===== src/rtl/data_mem_arbiter.sv =====
// data_mem_arbiter
//   Two-port arbiter/sequencer for a single-port data memory. Port 0 is the
//   CPU load/store path, port 1 a secondary master (debug/DMA). A request is
//   accepted in IDLE (reqN_ready high for the winner only). The next cycle
//   (ACCESS) drives the memory. The cycle after that returns a one-cycle
//   response on the granted port.
//
// Ports
//   clk, rst_n                  clock, asynchronous active-low reset
//   reqN_valid/we/addr/wdata    request from port N (N = 0, 1)
//   reqN_ready                  request accepted this cycle (combinational)
//   rspN_valid/rdata            one-cycle completion pulse, read data (0 for writes)
//   mem_addr/wdata/write/read   memory command, active only in ACCESS
//   mem_rdata                   memory read data, combinational from mem_addr
//   busy                        high while in ACCESS
module data_mem_arbiter #(
  parameter int ADDR_W     = 16,
  parameter int DATA_W     = 16,
  parameter int FIXED_PRIO = 0
) (
  input  logic              clk,
  input  logic              rst_n,
  input  logic              req0_valid,
  input  logic              req0_we,
  input  logic [ADDR_W-1:0] req0_addr,
  input  logic [DATA_W-1:0] req0_wdata,
  output logic              req0_ready,
  input  logic              req1_valid,
  input  logic              req1_we,
  input  logic [ADDR_W-1:0] req1_addr,
  input  logic [DATA_W-1:0] req1_wdata,
  output logic              req1_ready,
  output logic              rsp0_valid,
  output logic [DATA_W-1:0] rsp0_rdata,
  output logic              rsp1_valid,
  output logic [DATA_W-1:0] rsp1_rdata,
  output logic [ADDR_W-1:0] mem_addr,
  output logic [DATA_W-1:0] mem_wdata,
  output logic              mem_write,
  output logic              mem_read,
  input  logic [DATA_W-1:0] mem_rdata,
  output logic              busy
);

  typedef enum logic {
    IDLE   = 1'b0,
    ACCESS = 1'b1
  } state_t;

  state_t state, state_nxt;

  logic              last_grant;
  logic              acc_we;
  logic              acc_port;
  logic [ADDR_W-1:0] acc_addr;
  logic [DATA_W-1:0] acc_wdata;
  logic              grant0;
  logic              grant1;

  // Memory address/data hold the last latched request outside ACCESS.
  assign mem_addr  = acc_addr;
  assign mem_wdata = acc_wdata;

  always_ff @(posedge clk or negedge rst_n) begin
    if (!rst_n) begin
      state <= IDLE;
    end else begin
      state <= state_nxt;
    end
  end

  // Arbitration and memory command decode.
  always_comb begin
    state_nxt  = state;
    grant0     = 1'b0;
    grant1     = 1'b0;
    req0_ready = 1'b0;
    req1_ready = 1'b0;
    mem_write  = 1'b0;
    mem_read   = 1'b0;
    busy       = 1'b0;
    case (state)
      IDLE: begin
        // Port 0 wins when alone, in fixed-priority mode, or when port 1
        // was the last port served.
        grant0 = req0_valid &&
                 ((FIXED_PRIO != 0) || !req1_valid || last_grant);
        grant1 = req1_valid && !grant0;
        // Ready must stay low while reset is held even though state is IDLE.
        req0_ready = grant0 && rst_n;
        req1_ready = grant1 && rst_n;
        if (grant0 || grant1) begin
          state_nxt = ACCESS;
        end
      end
      ACCESS: begin
        mem_write = acc_we;
        mem_read  = !acc_we;
        busy      = 1'b1;
        state_nxt = IDLE;
      end
      default: begin
        state_nxt = IDLE;
      end
    endcase
  end

  // Request latch and response stage.
  always_ff @(posedge clk or negedge rst_n) begin
    if (!rst_n) begin
      last_grant <= 1'b1;
      acc_we     <= 1'b0;
      acc_port   <= 1'b0;
      acc_addr   <= '0;
      acc_wdata  <= '0;
      rsp0_valid <= 1'b0;
      rsp1_valid <= 1'b0;
      rsp0_rdata <= '0;
      rsp1_rdata <= '0;
    end else begin
      if (grant0) begin
        last_grant <= 1'b0;
        acc_port   <= 1'b0;
        acc_we     <= req0_we;
        acc_addr   <= req0_addr;
        acc_wdata  <= req0_wdata;
      end else if (grant1) begin
        last_grant <= 1'b1;
        acc_port   <= 1'b1;
        acc_we     <= req1_we;
        acc_addr   <= req1_addr;
        acc_wdata  <= req1_wdata;
      end

      rsp0_valid <= 1'b0;
      rsp1_valid <= 1'b0;
      if (state == ACCESS) begin
        // Only the granted port's read data register changes.
        if (acc_port) begin
          rsp1_valid <= 1'b1;
          rsp1_rdata <= acc_we ? '0 : mem_rdata;
        end else begin
          rsp0_valid <= 1'b1;
          rsp0_rdata <= acc_we ? '0 : mem_rdata;
        end
      end
    end
  end

endmodule


===== config.mk =====
export PLATFORM = sky130hd
export DESIGN_NAME = data_mem_arbiter
export DESIGN_NICKNAME = d
export VERILOG_FILES = /design/src/rtl/data_mem_arbiter.sv
export SDC_FILE = /design/constraint.sdc
export NUM_CORES = 1
export LEC_CHECK = 0
export CORE_UTILIZATION = 40
export DETAILED_ROUTE_END_ITERATION = 6
export GPL_TIMING_DRIVEN = 0
export HOLD_SLACK_MARGIN = 0.05
export PLACE_DENSITY = 0.79
export SLEW_MARGIN = 25
export SYNTH_ARGS = -nofsm -noshare
export SYNTH_HDL_FRONTEND = slang
export SYNTH_SLANG_ARGS = --single-unit

===== constraint.sdc =====
create_clock -name clk -period 3 [get_ports clk]
set_input_delay 0.6 -clock clk [delete_from_list [all_inputs] [get_ports clk]]
set_output_delay 0.6 -clock clk [all_outputs]
set_load 0.005 [all_outputs]

==> results by group <==
Drt
  – Vias per cell: 4.796
  – DR iter-0 viols: 51
  – Total routed wirelength: 8.542 mm
  – DRC violations left: 0
  – Routed Antenna Nets: 0
  – DR WL/cell: 16.30 microns
  – Vias: 2513
  – First-pass detailed-route iteration total: 4

Clocking
  – TritonCTS buffer count: 9
  – # Post-CTS Setup Buffers: 0
  – Bufs on Longest Clock Path: 2
  – CTS tree: yes
  – H-tree levels: 3
  – Worst-path clk slew: 70 ps
  – CTS Sinks: 70
  – Worst-Skew Late Latency: 330 ps
  – CTS Root Cell: clkbuf_8

Layout
  – Core Util, Final: between 60% and 70%
  – Register Area: 1753 sq um
  – Share of layout cells above drive strength 1: between 20 and 25%
  – Synth-to-Final Area Change: 58.47%
  – Multi-input gate area: 1419 sq um
  – Fin nets: around 500
  – FILL cells: 599
  – Ant. Diodes: 0

Placement
  – GP Congestion: 0.7413
  – # port buffers: ~160
  – Setup WS pre-CTS: 57.41 ps
  – Hpwl dp: roughly 6.6 mm

Floorplanning
  – Die H: approximately 93 microns
  – Cell row count: 32
  – Die Span X: 92.98 microns
  – Starting Density: 42.19%
  – Top Ports: 157
  – Core Box Area: 7848 sq um
  – Area of the die: 8644 sq um

Power
  – Internal power consumption: 3.321 mW
  – Reg power frac: a little over a third
  – Switching Fraction: between 20% and 30%
  – Combinational Power Share: between 40 and 50%
  – Switching pwr: 1.274 mW
  – Tot Pwr: 4.595 mW
  – Leak pwr: 2.401 nW
  – Max IR drop VDD: 0.0004286 V
  – Clock power frac: 19.1%
  – PwrDens: between 800 and 900 nW/um^2

Synthesis
  – Cells after synthesis: 250
  – Post-Syn Area: roughly 3300 sq um
  – Post-synth EDFFs: 0
  – Mean Syn Cell Area: 13.24 sq um
  – Synth top area share: 52.15%
  – Ys Warns: 0
  – Most common cell in the netlist: dfrtp_1
  – Post-synthesis sequential area ratio: 52.95%
  – Ys async rst share: 100.0%
  – Largest area contributor in the netlist: dfrtp_1
  – Top cells by count, synth: dfrtp_1, mux2_4, nand2_1
  – Syn_nets: roughly 340
  – Area contributors post-synth: dfrtp_1, mux2_4, o21ai_0, nand2_1, mux2_2
  – Yosys reg bits: 70
  – Main synth FF type: dfrtp_1
  – Netlist cell types: 20

Global route
  – Largest net degree at the start of global routing: 38
  – Initial antenna violation count: 0
  – Vias in the first global route: 2692
  – Global route overflow: 0
  – Gr usage total: 20.07%
  – First-pass GRT wire length: around 13 mm

Critical path
  – Crit path required time: approximately 2400 ps
  – Setup crit end kind: primary output
  – Startpoint types: input port
  – Crit Path Max Fanout: 17
  – Worst EP arrival: 2260 ps
  – WS Path Type: input port to primary output

Timing
  – Count of final setup violators: 0
  – Max-slew violations: 0
  – Slew @ Worst Pin: 470.8 ps
  – Worst relative slew slack: 68.62%
  – Endpoints failing hold: 0
  – Final Skew: 6.094 ps
  – Fmax: 350.1 MHz
  – Setup TNS: 0 ps
  – Post-layout min period: around 2900 ps
  – Final WS setup: 143.9 ps
  – WHS: between 200 and 250 ps
  – Unrepaired setup endpoints after global routing: no
  – Fin crit share: 95.20%

Status
  – Outcome: complete, no violations

Flow run
  – Max Cap Viol: 0

Hold path
  – Hold/Removal Path Class: input port to async pin
==> per-stage QoR <==
step           cell area, sq um  instances
2_1_floorplan              3311        250
3_3_place_gp               5000        508
3_5_place_dp               5017        509
4_1_cts                    5251        525
5_1_grt                    5246        524
6_report                   5246        524
==> final timing paths <==
path	from	slack, ps	to	cells after the start
worst max-delay path	req0_valid	140	req0_ready	6
worst min-delay path	rst_n	210	mem_addr[15]	1
worst max register to register	state	1080	mem_addr[6]	5
worst min register to register	rsp0_rdata[1]	480	rsp0_rdata[1]	2
max in group asynchronous	rst_n	2230	mem_addr[2]	2
min in group clk	rsp0_rdata[1]	480	rsp0_rdata[1]	2
==> cell usage in the layout, fill, tap and decap left out, types with 2 or more instances in the layout <==
cell | Yosys | routed
bufinv_16 | 0 | 2
nand2_1 | 35 | 35
buf_12 | 2 | 3
buf_4 | 2 | 2
and2_1 | 2 | 2
nand2b_4 | 2 | 2
buf_6 | 3 | 3
mux2_4 | 54 | 54
clkbuf_1 | 8 | 9
nand2b_1 | 17 | 17
a21o_1 | 2 | 2
o21ai_0 | 33 | 33
mux2_2 | 11 | 11
dfrtp_1 | 69 | 69
inv_1 | 4 | 4
clkbuf_8 | 0 | 12
clkdlybuf4s50_1 | 0 | 154
==> what timing repair did <==
action | in CTS | in global routing
gates resized for setup | 0 | 1
hold buffers | 0 | 0
endpoints found under the setup margin | 0 | 2
==> layer usage <==
layer	vias up	global-route usage, %	wire, microns
li1	1180	-	-
met1	1236	24.80	3600
met2	85	35.11	4436
met3	12	3.740	381
met4	0	6.923	123
met5	-	0	0
==> cell type report <==
type	instances	share of cell area [%]
Inverter	4	0.2862
Tap cell	102	2.433
Buffer	15	2.218
Clock inverter	3	1.240
Clock buffer	13	3.220
Multi-Input combinational cell	160	27.05
Timing Repair Buffer	157	30.15
Sequential cell	70	33.41
==> worst max-delay path, cell delays in order <==
cell             delay [ps]
clkdlybuf4s50_1         530
nand2b_4                 70
a21o_1                  140
buf_2                   260
nor2_1                  140
clkdlybuf4s50_1         510
==> power by group through the flow <==
stage | Sequential, mW | Clock [mW] | Combinational, mW
after floorplan | 1.63 | 0 | 0.938
after global placement | 1.60 | 0 | 2.08
after detailed placement | 1.62 | 0 | 2.14
after CTS | 1.61 | 0.898 | 2.15
after global routing | 1.65 | 0.936 | 2.27
final | 1.60 | 0.877 | 2.12
==> kinds of logic after synthesis <==
family                 count (synthesis)  share of synthesized area (%)
flip-flops                            70                          52.95
multiplexers                          66                          28.57
AND/OR/NAND/NOR                       58                          8.692
AO/OA/AOI/OAI                         36                          5.593
buffers and inverters                 20                          4.195
==> registers in the layout (all words and copies together), names as in the netlist, 16 cells and up <==
signal,count
mem_wdata,16
rsp1_rdata,16
rsp0_rdata,16
mem_addr,16
Power figures use the tool's default switching activity.
